===== src/rtl/fx_master.sv =====
// fx_master: byte-stream packet parser driving an fx-style memory port.
// Write packets stream data to fx_wr; read packets stream fx_q back out on tx.
module fx_master #(
  parameter logic [7:0]  SYNC_BYTE = 8'hA5,
  parameter int          RD_LAT    = 1,
  parameter logic [15:0] TIMEOUT   = 16'd50000
) (
  input  logic        clk_sys,
  input  logic        rst_n,
  input  logic [7:0]  rx_data,
  input  logic        rx_vld,
  output logic        rx_rdy,
  output logic [7:0]  tx_data,
  output logic        tx_vld,
  input  logic        tx_rdy,
  output logic [21:0] fx_waddr,
  output logic        fx_wr,
  output logic [7:0]  fx_data,
  output logic [21:0] fx_raddr,
  output logic        fx_rd,
  input  logic [7:0]  fx_q,
  output logic        err
);

  typedef enum logic [3:0] {
    S_IDLE, S_CMD, S_ADR2, S_ADR1, S_ADR0,
    S_LEN, S_WDATA, S_RREQ, S_RWAIT, S_RSEND
  } state_t;

  localparam logic [2:0]  LAT    = RD_LAT[2:0];
  localparam logic [15:0] TMO_M1 = TIMEOUT - 16'd1;

  state_t      state_q;
  logic        rx_rdy_q, tx_vld_q, fx_wr_q, fx_rd_q, err_q;
  logic [7:0]  tx_data_q, fx_data_q, len_q;
  logic [21:0] fx_waddr_q, fx_raddr_q, addr_q;
  logic [8:0]  idx_q;
  logic [15:0] tcnt_q;
  logic [2:0]  wcnt_q;
  logic        cmd_rd_q;

  logic        acc, in_rx, last, tmo;
  logic [8:0]  idx_d, n_cnt;
  logic [21:0] addr_d;

  assign acc    = rx_vld & rx_rdy_q;
  assign in_rx  = (state_q != S_IDLE) & (state_q <= S_WDATA);
  assign idx_d  = idx_q + 9'd1;
  assign addr_d = addr_q + 22'd1;
  assign n_cnt  = (len_q == 8'd0) ? 9'd256 : {1'b0, len_q};
  assign last   = (idx_d == n_cnt);
  assign tmo    = (tcnt_q == TMO_M1);

  always_ff @(posedge clk_sys or negedge rst_n) begin
    if (!rst_n) begin
      state_q    <= S_IDLE;
      rx_rdy_q   <= 1'b0;
      tx_vld_q   <= 1'b0;
      fx_wr_q    <= 1'b0;
      fx_rd_q    <= 1'b0;
      err_q      <= 1'b0;
      tx_data_q  <= '0;
      fx_data_q  <= '0;
      fx_waddr_q <= '0;
      fx_raddr_q <= '0;
      addr_q     <= '0;
      len_q      <= '0;
      idx_q      <= '0;
      tcnt_q     <= '0;
      wcnt_q     <= '0;
      cmd_rd_q   <= 1'b0;
    end else begin
      fx_wr_q <= 1'b0;
      fx_rd_q <= 1'b0;
      err_q   <= 1'b0;
      // Idle watchdog only while a packet header/payload is in flight
      if (in_rx) begin
        if (acc) begin
          tcnt_q <= '0;
        end else if (tmo) begin
          err_q   <= 1'b1;
          state_q <= S_IDLE;
          tcnt_q  <= '0;
        end else begin
          tcnt_q <= tcnt_q + 16'd1;
        end
      end
      unique case (state_q)
        S_IDLE: begin
          rx_rdy_q <= 1'b1;
          tcnt_q   <= '0;
          if (acc && rx_data == SYNC_BYTE)
            state_q <= S_CMD;
        end
        S_CMD: if (acc) begin
          if (rx_data == 8'h01 || rx_data == 8'h02) begin
            cmd_rd_q <= (rx_data == 8'h02);
            state_q  <= S_ADR2;
          end else begin
            err_q   <= 1'b1;
            state_q <= S_IDLE;
          end
        end
        S_ADR2: if (acc) begin
          addr_q[21:16] <= rx_data[5:0];
          state_q       <= S_ADR1;
        end
        S_ADR1: if (acc) begin
          addr_q[15:8] <= rx_data;
          state_q      <= S_ADR0;
        end
        S_ADR0: if (acc) begin
          addr_q[7:0] <= rx_data;
          state_q     <= S_LEN;
        end
        S_LEN: if (acc) begin
          len_q <= rx_data;
          idx_q <= '0;
          if (cmd_rd_q) begin
            rx_rdy_q   <= 1'b0;
            fx_rd_q    <= 1'b1;
            fx_raddr_q <= addr_q;
            state_q    <= S_RREQ;
          end else begin
            state_q <= S_WDATA;
          end
        end
        S_WDATA: if (acc) begin
          fx_wr_q    <= 1'b1;
          fx_data_q  <= rx_data;
          fx_waddr_q <= addr_q;
          addr_q     <= addr_d;
          idx_q      <= idx_d;
          if (last)
            state_q <= S_IDLE;
        end
        S_RREQ: begin
          wcnt_q  <= 3'd1;
          state_q <= S_RWAIT;
        end
        S_RWAIT: begin
          if (wcnt_q == LAT) begin
            tx_data_q <= fx_q;
            tx_vld_q  <= 1'b1;
            state_q   <= S_RSEND;
          end else begin
            wcnt_q <= wcnt_q + 3'd1;
          end
        end
        S_RSEND: if (tx_rdy) begin
          tx_vld_q <= 1'b0;
          idx_q    <= idx_d;
          addr_q   <= addr_d;
          if (last) begin
            rx_rdy_q <= 1'b1;
            state_q  <= S_IDLE;
          end else begin
            fx_rd_q    <= 1'b1;
            fx_raddr_q <= addr_d;
            state_q    <= S_RREQ;
          end
        end
        default: state_q <= S_IDLE;
      endcase
    end
  end

  assign rx_rdy   = rx_rdy_q;
  assign tx_data  = tx_data_q;
  assign tx_vld   = tx_vld_q;
  assign fx_waddr = fx_waddr_q;
  assign fx_wr    = fx_wr_q;
  assign fx_data  = fx_data_q;
  assign fx_raddr = fx_raddr_q;
  assign fx_rd    = fx_rd_q;
  assign err      = err_q;

endmodule


===== config.mk =====
export PLATFORM = sky130hd
export DESIGN_NAME = fx_master
export DESIGN_NICKNAME = d
export VERILOG_FILES = /design/src/rtl/fx_master.sv
export SDC_FILE = /design/constraint.sdc
export NUM_CORES = 1
export LEC_CHECK = 0
export ABC_AREA = 0
export BUFFER_PORTS_ARGS = -buffer_cell sky130_fd_sc_hd__clkbuf_2
export CORE_MARGIN = 2
export CORE_UTILIZATION = 40
export DETAILED_ROUTE_END_ITERATION = 10
export HOLD_SLACK_MARGIN = 0.15
export SETUP_SLACK_MARGIN = 0.5
export SLEW_MARGIN = 25
export SYNTH_ARGS = -nofsm -noshare
export SYNTH_HDL_FRONTEND = slang
export SYNTH_SLANG_ARGS = --single-unit

===== constraint.sdc =====
create_clock -name clk_sys -period 3.65 [get_ports clk_sys]
set_input_delay 0 -clock clk_sys [delete_from_list [all_inputs] [get_ports clk_sys]]
set_output_delay 0 -clock clk_sys [all_outputs]
set_load 0.03 [all_outputs]

==> flow_summary.yaml, run 1 <==
clocking:
  clk_latency_ps: 420
  cts_sinks: 128
  cts_buffer_depth: 2
  cts-buffers-inserted: 17
  post-cts-setup-buffers: 0
  cts_tree: "done"
  htreeDepth: 4
  root_buffer: "clkbuf_16"
  clk_pin_slew_worst_paths_ps: 60
timing:
  fmax_ghz: 0.3440
  drv_slew: 0
  finClkSkew_ps: 12.18
  layout_min_cycle_time_ps: 2907
  slew_headroom_pct: 34.97
  finalHoldViolCount: 0
  min_period_over_period_pct: 79.64
  tightest_slew_ps: 968.1
  setup_viol: 0
  rsz0062_at_grt: "false"
  tns_ps: 0
drt:
  vias: 5531
  drc: 0
  ant_nets: 0
  wl_mm: 16.79
  drt_iter0_drc: 454
  wire_per_inst_um: 16.27
  via_per_inst: 5.359
  firstDrtPassIters: 5
grt:
  grtUsageTotal_pct: 19.89
  grt_first_pass_wirelength_mm: 28.26
  antenna_found_initial: 0
  grt_overflow: 0
  grt_pass1_vias: 5607
  grt_max_degree: 65
floorplanning:
  ioPinCount: 85
  die_y_um: 133.5
  initial_core_util_pct: 40.77
  dieWidth_um: 133.5
  core_area_um2: 16470
  die-area_um2: 17830
  std_cell_rows: 47
placement:
  hpwlAfterDp_mm: 11.40
  dpl-instance-area_um2: 7291
  gp_congestion: 0.8246
  portBuffers: 84
finish:
  diodes: 0
  nets: 825
  layout_commonest_cell: "nand2_1"
  fin_area_um2: 8070
  fill_cells: 1567
  area_growth_pct: 20.22
  final_layout_size_suffix_gt1_share_pct: 21.55
  final_cell_mix: "nand2_1, dfrtp_1, clkbuf_2"
critical_path:
  critPathTopFamily: "simple AND/OR/NAND/NOR gates"
  path_cells: "ha_1 -> xnor2_1 -> xnor2_1 -> nor4_2 -> nand3_2 -> nor3_4 -> o21ai_4 -> buf_16 -> mux2_4"
  rr_endpoint: "fx_raddr[5]$_DFFE_PN0P_"
  cpMaxStageDelayCell: "ha_1"
  arrival_ps: 3200
  crit_top_cell: "xnor2_1"
  cp-start-kind: "flop"
  critPathBufInv: 1
  r2r_cells: 9
  crit_type: "flop to flop"
  crit_fanout: 13
  worstPathRequired_ps: 3940
  critPathCaptureType: "flop"
  worst-r2r-setup-slack_ps: 740
  r2r-start: "idx_q[0]$_DFFE_PN0P_"
  critPathMaxStageDelay_ps: 450
synth:
  synth-seq-cells: 128
  synthesis.nets: 736
  synth_area_per_cell_um2: 9.441
  synth_edf_count: 0
  syn_area_um2: 6713
  synthTopCellsByArea: "dfrtp_1, nand2_1, mux2_4"
  yosysWarningCount: 0
  syn_inst: 711
  yosysSeqAreaShare_pct: 47.72
  synth_ff_type: "dfrtp_1"
  synth_top_area_cell: "dfrtp_1"
  synth_top_cell_area_share_pct: 47.72
  ys_types: 62
  ys_async_sr_fraction_pct: 100.0
power_and_ir_drop:
  ir_drop_mv: 0.3801
  power.density_nw_per_um2: 653.8
  leakage_nw: 3.831
run:
  drv_cap: 0
hold_path:
  hold_end: "state_q[0]$_DFF_PN0_"
  hp-class: "input port to flop"
  min-delay-start: "rx_vld"
  holdPathStages: 4
run_status:
  status: "finished, final reports clean"
==> layout make-up <==
type	instances	area, um2	share of cell area (%)
Clock buffer	21	450.4	5.581
Clock inverter	10	113.9	1.411
Inverter	10	37.54	0.4651
Multi-Input combinational cell	527	3262	40.42
Sequential cell	128	3203	39.69
Tap cell	220	275.3	3.411
Timing Repair Buffer	116	728.2	9.023
==> tightest hold or removal path, stage by stage <==
cell and delay [ps]:
clkbuf_2 100, nand2_1 150, o21ai_0 200, a211o_1 120
==> sequential cells by signal, indices dropped and copies added, names as in the netlist, 3 cells and up <==
name,cells
addr_q,22
fx_data,8
fx_raddr,22
fx_waddr,22
idx_q,9
len_q,8
state_q,4
tcnt_q,16
tx_data,8
wcnt_q,3
==> power breakdown <==
part           total [mW]  leakage [nW]  internal, mW  switching [mW]
clock network        1.63         0.265          1.01           0.616
logic                1.48          1.88         0.640           0.840
registers            2.17          1.69          1.75           0.414
total                5.28          3.83          3.41            1.87
==> routing by layer <==
metal | share of wire, % | global-route usage, %
met5 | 0 | 0
met4 | 2.2 | 8.097
met3 | 3.7 | 4.642
met2 | 48 | 31.41
met1 | 46 | 26.50
==> worst max path at each step <==
stage                     slack (ps)                  endpoint            startpoint  depth (start not counted)
after floorplan                 1280   fx_raddr[0]$_DFFE_PN0P_  idx_q[0]$_DFFE_PN0P_                         10
after global placement           800  fx_raddr[11]$_DFFE_PN0P_  idx_q[0]$_DFFE_PN0P_                          7
after detailed placement         660  fx_raddr[13]$_DFFE_PN0P_  idx_q[0]$_DFFE_PN0P_                          7
after CTS                        640  fx_raddr[12]$_DFFE_PN0P_  idx_q[0]$_DFFE_PN0P_                          8
after global routing             520   fx_raddr[6]$_DFFE_PN0P_  idx_q[0]$_DFFE_PN0P_                          9
final                            740   fx_raddr[5]$_DFFE_PN0P_  idx_q[0]$_DFFE_PN0P_                          9
==> metrics by stage <==
stage	cells	utilization [%]	power [mW]	worst slack (ps)	hold WS [ps]
after detailed placement	981	44.28	3.642	659.6	171.4
after global routing	1032	49.01	5.577	524.9	194.2
final	1032	49.01	5.276	743.2	184.6
after CTS	1030	48.80	5.313	639.7	159.5
after floorplan	711	-	3.229	1275	-295.6
after global placement	981	44.28	3.595	804.5	154.2
==> cell families (layout without fill, tap and decap cells) <==
family / count (synthesis) / count (layout) / share of synthesized area [%]
multiplexers: 40 / 40 / 7.735
AO/OA/AOI/OAI: 139 / 139 / 13.05
adder cells (fa/ha/maj): 5 / 5 / 0.9320
flip-flops: 128 / 128 / 47.72
AND/OR/NAND/NOR: 302 / 302 / 21.21
buffers and inverters: 56 / 157 / 3.802
XOR/XNOR: 41 / 41 / 5.555
==> synthesized netlist by cell type (all sizes together), types with 3 or more instances <==
cell / count
nand2: 136
dfrtp: 128
nor2: 57
o21ai: 48
mux2: 38
nand3: 33
clkbuf: 30
a21oi: 29
xnor2: 26
buf: 16
o22a: 15
nor3: 14
xor2: 14
a31oi: 13
and3: 12
inv: 10
and2: 9
o31ai: 9
nand2b: 8
nand4: 6
ha: 5
nor4: 5
nand3b: 4
nor2b: 4
a22o: 3
a41oi: 3
o21bai: 3
or2: 3
==> repair_timing <==
action | 4_1_cts | 5_1_grt
hold endpoints to repair | 99 | 0
gates resized for setup | 0 | 0
hold buffers | 18 | 0
Note: power is estimated with default switching activity, not from simulation.
==> run 2, diff against run 1 <==
==> constraint.sdc (replaced) <==
create_clock -name clk_sys -period 2.7 [get_ports clk_sys]
set_input_delay 0 -clock clk_sys [delete_from_list [all_inputs] [get_ports clk_sys]]
set_output_delay 0 -clock clk_sys [all_outputs]
set_load 0.03 [all_outputs]
==> run 2 against run 1 <==
Effect of this change:
- cell area increased by 4.9%
- flip-flop and latch count did not move
- global-route usage grew 0.21 points
- die area unchanged
- sequential power up 33%
- routed wire length is 3.3% higher
- highest routed layer unchanged
==> flow_summary.yaml, run 2 (synthesis gave the netlist of run 1 again) <==
critical_path:
  crit_type: "flop to flop"
  cpMaxStageDelayCell: "dfrtp_1"
  crit_start: "idx_q[0]$_DFFE_PN0P_"
  critPathCaptureType: "flop"
  critPathMaxStageDelay_ps: 400
  critPathTopFamily: "simple AND/OR/NAND/NOR gates"
  crit_top_cell: "buf_12"
  arrival_ps: 2670
  cp-start-kind: "flop"
  critPathBufInv: 3
  path_cells: "ha_4 -> buf_6 -> xnor2_2 -> xnor2_1 -> nor4_2 -> nand3_2 -> nor3_4 -> buf_12 -> o21ai_4 -> buf_12 -> mux2_4"
  worstPathRequired_ps: 3000
  crit_fanout: 11
  r2r-start: "idx_q[0]$_DFFE_PN0P_"
floorplanning:
  std_cell_rows: 47
  die-area_um2: 17830
  initial_core_util_pct: 40.77
  core_area_um2: 16470
  die_y_um: 133.5
  dieWidth_um: 133.5
  ioPinCount: 85
finish:
  fin_util_pct: 51.41
  ff_latch_area_um2: 3209
  diodes: 0
  final_layout_size_suffix_gt1_share_pct: 26.90
  nets: 856
  fin_area_um2: 8464
  final_cell_mix: "nand2_1, dfrtp_1, clkbuf_2"
  fill_cells: 1526
  layout_commonest_cell: "nand2_1"
  multiInputGateArea_um2: 3371
  area_growth_pct: 26.10
run_status:
  status: "finished, final reports clean"
clocking:
  root_buffer: "clkbuf_16"
  htreeDepth: 4
  cts_sinks: 128
  cts-buffers-inserted: 17
  clk_pin_slew_worst_paths_ps: 50
  cts_buffer_depth: 2
  clk_latency_ps: 420
  cts_tree: "done"
power_and_ir_drop:
  seq_power_share_pct: 39.1
  leakage_nw: 4.054
  power.switching_fraction_pct: 34.40
  pwr-share-clk_pct: 31.0
  p_sw_mw: 2.530
  power_mw: 7.357
  power.density_nw_per_um2: 869.2
  p_comb_share_pct: 29.9
  ir_drop_mv: 0.4995
  p_int_mw: 4.827
grt:
  grt_overflow: 0
  grtUsageTotal_pct: 20.10
  grt_pass1_vias: 5525
  antenna_found_initial: 0
  grt_max_degree: 55
  grt_first_pass_wirelength_mm: 28.39
drt:
  wire_per_inst_um: 16.37
  via_per_inst: 5.334
  vias: 5654
  drt_iter0_drc: 421
  ant_nets: 0
  firstDrtPassIters: 5
  wl_mm: 17.35
  drc: 0
timing:
  min_period_over_period_pct: 87.87
  tns_ps: 0
  drv_slew: 0
  tightest_slew_ps: 748.5
  slew_headroom_pct: 50.10
  timing.final.ws_setup_ps: 327.4
  rsz0062_at_grt: "true"
  fmax_ghz: 0.4215
  finClkSkew_ps: 9.798
  setup_viol: 0
  finalHoldViolCount: 0
  layout_min_cycle_time_ps: 2373
placement:
  dpl-instance-area_um2: 7461
  gp_congestion: 0.8987
  pre_cts_ws_ps: -92.58
  hpwlAfterDp_mm: 11.35
  portBuffers: 84
hold_path:
  min-delay-start: "rx_vld"
  hp-class: "input port to flop"
run:
  drv_cap: 0
## run 2: cell count changes in the layout (fill, tap and decap cells not counted), sizes merged
cell / change
o21ai: +1
buf: +31
bufinv: +1
clkbuf: -2
clkinvlp: -4
clkinv: +1
## run 2: per-layer routing
metal / GRT usage [%] / up-vias / share of wire [%]
met5: 0 / - / 0
met4: 6.028 / 0 / 1.8
met3: 5.023 / 28 / 4.6
met2: 32.13 / 150 / 49
met1: 27.11 / 2775 / 45
li1: - / 2701 / -
## run 2: what timing repair did
item,in CTS,in global routing
gates resized for setup,12,21
cloned,1,1
hold endpoints to repair,85,0
buffers inserted,10,2
pin swaps,8,4
hold buffers,18,0
setup endpoints to repair,61,87
## run 2: area by class of cell
cell class	count	share of cell area, %
multi-input combinational	528	39.82
clock inverter	8	1.360
clock buffer	20	5.395
timing repair buffer	146	11.81
inverter	10	0.4435
tap	220	3.252
sequential	128	37.92
## run 2: stage by stage
stage / hold slack (ps) / instances
after global placement: 115.3 / 1000
after detailed placement: 122.9 / 1000
after global routing: 198.5 / 1060
final: 168.5 / 1060
after floorplan: -295.6 / 711
after CTS: 193.2 / 1057
## run 2: worst paths after layout
kind	to	slack, ps	cells past startpoint
setup / recovery	fx_raddr[21]$_DFFE_PN0P_	330	11
hold / removal	tcnt_q[2]$_DFFE_PN0P_	170	4
setup reg to reg	fx_raddr[21]$_DFFE_PN0P_	330	11
hold reg to reg	fx_data[5]$_DFFE_PN0P_	470	2
max in group asynchronous	rx_rdy$_DFFE_PN0P_	1610	3
min in group asynchronous	fx_waddr[3]$_DFFE_PN0P_	190	2
## run 2: worst reg2reg max path: cells and delay by family (launching register included)
family,cells,cell delay (ps)
buf+inv,3,430
xor+xnor,2,260
simple gates,3,630
flops,1,400
mux,1,300
compound gates,1,70
fa+ha+maj,1,180
## run 2: power groups by stage
| stage | Clock [mW] | Combinational (mW) | Sequential [mW] |
|---|---|---|---|
| after detailed placement | 0 | 2.06 | 2.89 |
| after global placement | 0 | 2.02 | 2.88 |
| after floorplan | 0 | 1.30 | 3.08 |
| after global routing | 2.41 | 2.38 | 2.97 |
| final | 2.28 | 2.20 | 2.88 |
| after CTS | 2.32 | 2.18 | 2.87 |
